File: config.mk
export PLATFORM = sky130hd
export DESIGN_NAME = seq_divider
export DESIGN_NICKNAME = d
export VERILOG_FILES = /design/src/rtl/seq_divider.sv
export SDC_FILE = /design/constraint.sdc
export NUM_CORES = 1
export LEC_CHECK = 0
export BUFFER_PORTS_ARGS = -buffer_cell sky130_fd_sc_hd__buf_2
export CORE_MARGIN = 5
export CORE_UTILIZATION = 40
export CTS_BUF_LIST = sky130_fd_sc_hd__clkbuf_4
export CTS_CLUSTER_SIZE = 40
export DETAILED_ROUTE_END_ITERATION = 12
export PLACE_DENSITY = 0.57
export SLEW_MARGIN = 20
export SYNTH_ARGS = -nofsm -noshare
export SYNTH_HDL_FRONTEND = slang
export SYNTH_SLANG_ARGS = --single-unit
export TNS_END_PERCENT = 100
File: constraint.sdc
create_clock -name clk -period 7.1 [get_ports clk]
set_input_delay 0.71 -clock clk [delete_from_list [all_inputs] [get_ports clk]]
set_output_delay 0.71 -clock clk [all_outputs]
set_load 0.005 [all_outputs]
File: src/rtl/seq_divider.sv
`default_nettype none
// ============================================================================
// Module      : seq_divider
// Description : Multi-cycle restoring integer divider (RISC-V DIV/DIVU/REM/REMU)
//               with a start/busy/done handshake. Signed operands are turned
//               into magnitudes by two's-complement negation, one quotient bit
//               is produced per cycle (MSB first), and the signs are restored
//               afterwards.
// Optional    : SEQ_DIVIDER_EARLY_EXIT_EN - when defined, an operation whose
//               dividend magnitude is below the divisor magnitude skips the
//               iteration and finishes with the divide-by-zero latency.
// Ports       : clk, rst (async, active-high)
//               start, is_signed, dividend[N], divisor[N] - request, sampled
//                                                           only while idle
//               busy, done (1-cycle pulse)                  - handshake
//               quotient[N], remainder[N], div_by_zero      - held results
// Revision    : 1.0 - initial release
// ============================================================================
module seq_divider #(
    parameter int N = 32
) (
    input  logic         clk,
    input  logic         rst,
    input  logic         start,
    input  logic         is_signed,
    input  logic [N-1:0] dividend,
    input  logic [N-1:0] divisor,
    output logic         busy,
    output logic         done,
    output logic [N-1:0] quotient,
    output logic [N-1:0] remainder,
    output logic         div_by_zero
);

    localparam int CW = $clog2(N + 1);

    typedef enum logic [2:0] {
        IDLE = 3'd0,
        PREP = 3'd1,
        ITER = 3'd2,
        FIX  = 3'd3,
        DONE = 3'd4
    } state_t;

    state_t r_state;
    state_t w_next;

    // r_dvd holds the raw dividend until PREP, its magnitude afterwards, and
    // gradually turns into the unsigned quotient during ITER.
    logic [N-1:0]  r_dvd;
    logic [N-1:0]  r_dsr;
    logic [N-1:0]  r_orig;
    logic [N-1:0]  r_rem;
    logic [CW-1:0] r_cnt;
    logic          r_is_signed;
    logic          r_q_neg;
    logic          r_r_neg;
    logic          r_zero;
    logic          r_early;
    logic [N-1:0]  r_quot_out;
    logic [N-1:0]  r_rem_out;
    logic          r_dbz_out;

    logic [N-1:0]  w_dvd_mag;
    logic [N-1:0]  w_dsr_mag;
    logic          w_dsr_zero;
    logic          w_early;
    logic [N:0]    w_shift;
    logic          w_ge;
    logic [N-1:0]  w_diff;
    logic [N-1:0]  w_dvd_sh;

    function automatic logic [N-1:0] f_neg(input logic [N-1:0] x);
        return ~x + {{(N-1){1'b0}}, 1'b1};
    endfunction

    // ------------------------------------------------------------------------
    // Magnitudes of the latched operands (valid while in PREP)
    // ------------------------------------------------------------------------
    assign w_dvd_mag  = (r_is_signed & r_dvd[N-1]) ? f_neg(r_dvd) : r_dvd;
    assign w_dsr_mag  = (r_is_signed & r_dsr[N-1]) ? f_neg(r_dsr) : r_dsr;
    assign w_dsr_zero = (r_dsr == '0);

`ifdef SEQ_DIVIDER_EARLY_EXIT_EN
    assign w_early = ~w_dsr_zero & (w_dvd_mag < w_dsr_mag);
`else
    assign w_early = 1'b0;
`endif

    // ------------------------------------------------------------------------
    // One restoring step. The shifted partial remainder needs N+1 bits; when
    // its top bit is set it certainly exceeds the divisor, and the true
    // difference always fits in N bits, so an N-bit subtract is sufficient.
    // ------------------------------------------------------------------------
    assign w_shift  = {r_rem, r_dvd[N-1]};
    assign w_ge     = w_shift[N] | (w_shift[N-1:0] >= r_dsr);
    assign w_diff   = w_shift[N-1:0] - r_dsr;
    assign w_dvd_sh = {r_dvd[N-2:0], 1'b0};

    // ------------------------------------------------------------------------
    // FSM state register
    // ------------------------------------------------------------------------
    always_ff @(posedge clk or posedge rst) begin
        if (rst) begin
            r_state <= IDLE;
        end else begin
            r_state <= w_next;
        end
    end

    // ------------------------------------------------------------------------
    // FSM next state and handshake outputs
    // ------------------------------------------------------------------------
    always_comb begin
        w_next = r_state;
        busy   = 1'b0;
        done   = 1'b0;
        case (r_state)
            IDLE: begin
                if (start) begin
                    w_next = PREP;
                end
            end
            PREP: begin
                busy = 1'b1;
                // Zero divisor and early exit bypass ITER; FIX then loads the
                // special result, giving the two-edge latency for both.
                if (w_dsr_zero || w_early) begin
                    w_next = FIX;
                end else begin
                    w_next = ITER;
                end
            end
            ITER: begin
                busy = 1'b1;
                if (r_cnt == CW'(1)) begin
                    w_next = FIX;
                end
            end
            FIX: begin
                busy   = 1'b1;
                w_next = DONE;
            end
            DONE: begin
                done   = 1'b1;
                w_next = IDLE;
            end
            default: begin
                w_next = IDLE;
            end
        endcase
    end

    // ------------------------------------------------------------------------
    // Datapath
    // ------------------------------------------------------------------------
    always_ff @(posedge clk or posedge rst) begin
        if (rst) begin
            r_dvd       <= '0;
            r_dsr       <= '0;
            r_orig      <= '0;
            r_rem       <= '0;
            r_cnt       <= '0;
            r_is_signed <= 1'b0;
            r_q_neg     <= 1'b0;
            r_r_neg     <= 1'b0;
            r_zero      <= 1'b0;
            r_early     <= 1'b0;
            r_quot_out  <= '0;
            r_rem_out   <= '0;
            r_dbz_out   <= 1'b0;
        end else begin
            case (r_state)
                IDLE: begin
                    if (start) begin
                        r_dvd       <= dividend;
                        r_dsr       <= divisor;
                        r_orig      <= dividend;
                        r_is_signed <= is_signed;
                    end
                end
                PREP: begin
                    r_dvd   <= w_dvd_mag;
                    r_dsr   <= w_dsr_mag;
                    r_q_neg <= r_is_signed & (r_dvd[N-1] ^ r_dsr[N-1]);
                    r_r_neg <= r_is_signed & r_dvd[N-1];
                    r_rem   <= '0;
                    r_cnt   <= CW'(N);
                    r_zero  <= w_dsr_zero;
                    r_early <= w_early;
                end
                ITER: begin
                    r_cnt <= r_cnt - CW'(1);
                    if (w_ge) begin
                        r_rem <= w_diff;
                        r_dvd <= w_dvd_sh | {{(N-1){1'b0}}, 1'b1};
                    end else begin
                        r_rem <= w_shift[N-1:0];
                        r_dvd <= w_dvd_sh;
                    end
                end
                FIX: begin
                    if (r_zero) begin
                        r_quot_out <= '1;
                        r_rem_out  <= r_orig;
                        r_dbz_out  <= 1'b1;
                    end else if (r_early) begin
                        r_quot_out <= '0;
                        r_rem_out  <= r_orig;
                        r_dbz_out  <= 1'b0;
                    end else begin
                        // Most-negative / -1 needs no special case: the
                        // magnitude quotient 2^(N-1) is already the answer.
                        r_quot_out <= r_q_neg ? f_neg(r_dvd) : r_dvd;
                        r_rem_out  <= r_r_neg ? f_neg(r_rem) : r_rem;
                        r_dbz_out  <= 1'b0;
                    end
                end
                default: begin
                end
            endcase
        end
    end

    assign quotient    = r_quot_out;
    assign remainder   = r_rem_out;
    assign div_by_zero = r_dbz_out;

endmodule
`default_nettype wire

Word-level counts from Yosys, hierarchy flattened --
Cells that the tools add are included.
Cells by class: add/subtract/negate cells 5, order comparisons 1, equality and inequality tests 9, muxes and demuxes 21, bitwise operators 8, reduce and logical (&&, ||, !) cells 10
Operator list (count):
- $mux 32 | 9
- $pmux 32 s2 | 2
- $add 32x1->32 const B | 3
- $not 32->32 | 3
- $pmux 32 s3 | 1
- $ge 32x32->1 | 1
- $logic_not 32->1 | 1
- $sub 32x32->32 | 1
- $pmux 3 s4 | 1
- $pmux 6 s2 | 1
- $ne 2x2->1 const B | 4
- $eq 3x2->1 const B | 2
- $eq 6x1->1 const B | 1
- $mux 3 | 2
- $reduce_and 3->1 | 2
- $sub 6x1->6 const B | 1
- $mux 1 | 5
- $reduce_and 2->1 | 2
- $reduce_bool 2->1 | 2
- $and 1x1->1 | 3
- $eq 3x1->1 const B | 1
- $eq 3x3->1 const B | 1
- $logic_not 3->1 | 1
- $reduce_bool 3->1 | 1
- 3 further kinds | 3
Word-level totals: register bits after elaboration 206, bits of input ports 68, output and inout port bits 67, logic and storage cells 67

Logic depth before layout (Yosys ltp) --
word-level depth 4, mapped depth 14, gate-level depth less buffers 12

Worst setup path after synthesis --
Ideal clock, no wire load.
path kind register to register, start register r_dvd[31], end register r_rem[7], setup time 135 ps, arrival time 3236 ps, required time 6965 ps, setup slack 3730 ps, stages on the path, launching flop included 15, buffers on the path 2, period minus slack after synthesis 3370 ps, cell sequence dfrtp_1 > inv_1 > ha_1 > inv_1 > fa_1 > a21o_1 > a311oi_1 > nor2_1 > or2_2 > a211oi_1 > a21bo_2 > buf_2 > buf_4 > mux2i_1 > o22ai_1
On the way: cells in the longest elaborated chain, start to end 4, elaborated cells between the ends (all ways) 5, those cells by class 1 x add/sub; 1 x order compare; 2 x mux; 1 x bitwise
Ends and longest elaborated chain:
- from (decl) | RTL line 50 | logic [N-1:0] r_dvd;
- from (signal assigned) | RTL line 176 | r_dvd <= dividend;
- from (signal assigned) | RTL line 183 | r_dvd <= w_dvd_mag;
- from (signal assigned) | RTL line 196 | r_dvd <= w_dvd_sh | {{(N-1){1'b0}}, 1'b1};
- $ge 32x32->1 | RTL line 96 | assign w_ge = w_shift[N] | (w_shift[N-1:0] >= r_dsr);
- $or 1x1->1 | RTL line 96
- $mux 32 * | RTL line 194 | if (w_ge) begin
- $pmux 32 s2 * | RTL line 173 | case (r_state)
- to (signal assigned) | RTL line 195 | r_rem <= w_diff;
- to (signal assigned) | RTL line 198 | r_rem <= w_shift[N-1:0];
- to (decl) | RTL line 53 | logic [N-1:0] r_rem;
Every way passes the cells marked *; elsewhere a longest branch is shown, timed or not. A chain may end at the register's enable or synchronous reset.

Worst setup path after layout --
start register r_dvd[31], end register r_rem[22]
The elaborated chain is that of the path after synthesis.

==> reports/metrics.yaml <==
yosys:
  synth_compound_area_frac: 0.225
  synth_top_family_by_area: "compound AO/OA/AOI/OAI gates"
  synthCells: 1462
  ys_top_cells_by_count: "dfrtp_1, o21ai_0, nand2_1"
  yosys.area.top_type: "dfrtp_1"
  synth_ff_type: "dfrtp_1"
  synth.top_cell.area_share: 0.408
  synthXorXnorAreaFrac: 0.0611
  yosys-top-cells-area: "dfrtp_1, o21ai_0, nand2_1"
  postSynthAreaPerCell_um2: 8.63
  synth_fa_ha_area_frac: 0.0383
  yosys_register_bits: 206
  synth_warnings: 0
  synth.most_common_cell: "dfrtp_1"
  synthMuxAreaShare: 0.0484
  synth_edf_count: 0
  synth-simple-area-share: 0.175
  async_reset_ff_frac: 1.00
  yosysSeqAreaShare: 0.408
  synth_nets: 1568
  yosysUniqueCellTypes: 73
  syn_area_um2: 12600
sta:
  hold_viol: 0
  fin_worst_skew_ps: 57.5
  setup_viol: 0
  max_slew.worst_pin.slew_ps: 1100
  period_needed_ps: 4400
  fmax_ghz: 0.227
  finalSetupTns_ps: 0
  layout_worst_path_cycle_share: 0.620
  setup_ws_ps: 2700
  drv_slew: 0
  rsz0062_at_grt: "no"
  slew-limit-headroom: 0.268
power:
  combinationalPowerShare: 0.469
  seq_power_share: 0.359
  internal-power_w: 0.00327
  power.net_switching_w: 0.00274
  ir_drop_mv: 0.234
  clkPwrFrac: 0.173
  leakage_nw: 6.53
  p_per_area_nw_per_um2: 421
  netSwitchingFraction: 0.456
detailed_routing:
  avgRoutedWirePerCell_um: 18.6
  vias_per_cell: 5.65
  ant_nets: 0
  dr.pass1.iters: 8
  routed-via-count: 11400
  drt_wl_total_um: 37600
  dr.first_iter.drc_count: 1003
  drc: 0
global_routing:
  grt_pass1_vias: 11100
  grt_pass1_wl_um: 60500
  grt_max_degree: 101
  antenna_found_initial: 1
  grt-ovfl-total: 0
  globalRouteTotalUtil: 0.208
clock_tree:
  cts_buffers: 58
  ctsHoldBuffers: 0
  insertion_delay_ps: 700
  clk_path_buf_depth: 3
  path_clk_slew_ps: 70
  cts_resized: 0
  cts.sinks: 206
  cts_tree: "yes"
  clockRootBuffer: "clkbuf_4"
  cts_setup_buffers: 0
  htree_levels: 2
die:
  pin_count: 135
  design.die.area_um2: 35200
  fp.dieH_um: 188
  die_w_um: 188
  rows: 65
  core-area_um2: 31400
  initial_core_util: 0.402
critical_path:
  required_ps: 7610
  cp_data_arrival_time_ps: 4910
  critPathLaunchType: "flop"
  crit_type: "reg2reg"
  end_kind: "flop"
  crit_fanout: 38
finish:
  areaGrowthSynthToFinish_pct: 13.1
  final_area_um2: 14300
  layout-drive-gt1-share: 0.180
  nets: 1679
  post-route-util: 0.455
placement:
  place_ws_ps: 2770
  dp_hpwl_um: 26900
  placed_cell_area_um2: 13600
  gp_congestion: 0.878
  io_buffers: 134
job:
  max_cap_violations: 0
hold_path:
  hp-class: "in2async"
outcome:
  status: "finished, final reports clean"
metal layers:
| layer | up-vias | track usage | part of all wire |
|---|---|---|---|
| li1 | 5593 | - | - |
| met1 | 5448 | 0.294 | 0.47 |
| met2 | 328 | 0.332 | 0.46 |
| met3 | 50 | 0.0367 | 0.055 |
| met4 | 0 | 0.0556 | 0.020 |
| met5 | - | 0 | 0 |
stage by stage:
step / total power [W] / hold WS [ps] / std cells
floorplan: 0.00409 / 447 / 1462
global placement: 0.00494 / 450 / 1915
detailed placement: 0.00498 / 455 / 1915
CTS: 0.00605 / 105 / 2020
global route: 0.00653 / 137 / 2021
finish: 0.00601 / 115 / 2021
layout by cell type (no fill, tap or decap), drive strengths merged, types with 6 or more instances in the layout:
cell type  netlist  final
dfrtp          206    206
o21ai          177    177
nand2          162    162
buf              8    145
nor2           125    125
a21oi          116    116
clkbuf          86     77
xor2            55     55
inv             52     52
ha              37     37
nor3            34     34
xnor2           33     33
mux2            32     32
nand3           28     28
clkinv           0     28
a222oi          26     26
mux2i           25     25
or3             23     23
o22ai           22     22
nand2b          17     17
nor4            16     16
o31ai           15     15
a32oi           14     14
a31oi           12     12
a21o            11     11
or4             11     11
a22oi           10     10
nand4           10     10
o22a             9      9
o21bai           8      8
and3             8      8
nor2b            8      8
o41ai            6      6
path summary, 6_finish.rpt:
check                      slack, ps       endpoint  cells after the start         from
max                             2700      r_rem[22]                     12    r_dvd[31]
min                              120    div_by_zero                      2          rst
max reg2reg                     2700      r_rem[22]                     12    r_dvd[31]
min reg2reg                      460    quotient[0]                      2  quotient[0]
max in group asynchronous       5620  remainder[11]                      3          rst
min in group clk                 230       r_dsr[0]                      3   divisor[0]
registers in the layout (all words and copies together), names as in the netlist:
signal	flops
r_cnt	6
r_rem	32
r_r_neg	1
r_dvd	32
r_orig	32
r_is_signed	1
r_dsr	32
r_zero	1
quotient	32
r_q_neg	1
remainder	32
r_state	3
div_by_zero	1
worst max-delay path: stages (launching register included):
cell      delay, ps
dfrtp_1         430
inv_1           150
ha_1            180
inv_1            50
fa_1            400
a21o_1          210
a311oi_1        310
nor2_1          120
or2_2           310
a211oi_1        550
a21bo_2         870
nand2b_1        430
o21ai_0         160
final cells by class:
cell class,count,area [um2]
diodes,1,2.50
flip-flops and latches,206,5160
well taps,402,503
clock inverters,28,121
inverters,52,203
fillers,3184,17100
multi-input cells,1110,6960
clock buffers,77,578
repair buffers,145,753
power by group through the flow:
| stage | sequential [W] | clock, W | combinational, W |
|---|---|---|---|
| final | 0.00216 | 0.00104 | 0.00282 |
| after global routing | 0.00224 | 0.00115 | 0.00315 |
| after CTS | 0.00215 | 0.00108 | 0.00282 |
| after detailed placement | 0.00217 | 0 | 0.00280 |
| after global placement | 0.00216 | 0 | 0.00278 |
| after floorplan | 0.00198 | 0 | 0.00211 |
cells by family after synthesis:
logic type / count (synthesis)
fa+ha+maj: 38
mux: 57
compound gates: 462
xor+xnor: 88
simple gates: 465
buf+inv: 146
flops: 206
Power figures use the tool's default switching activity.
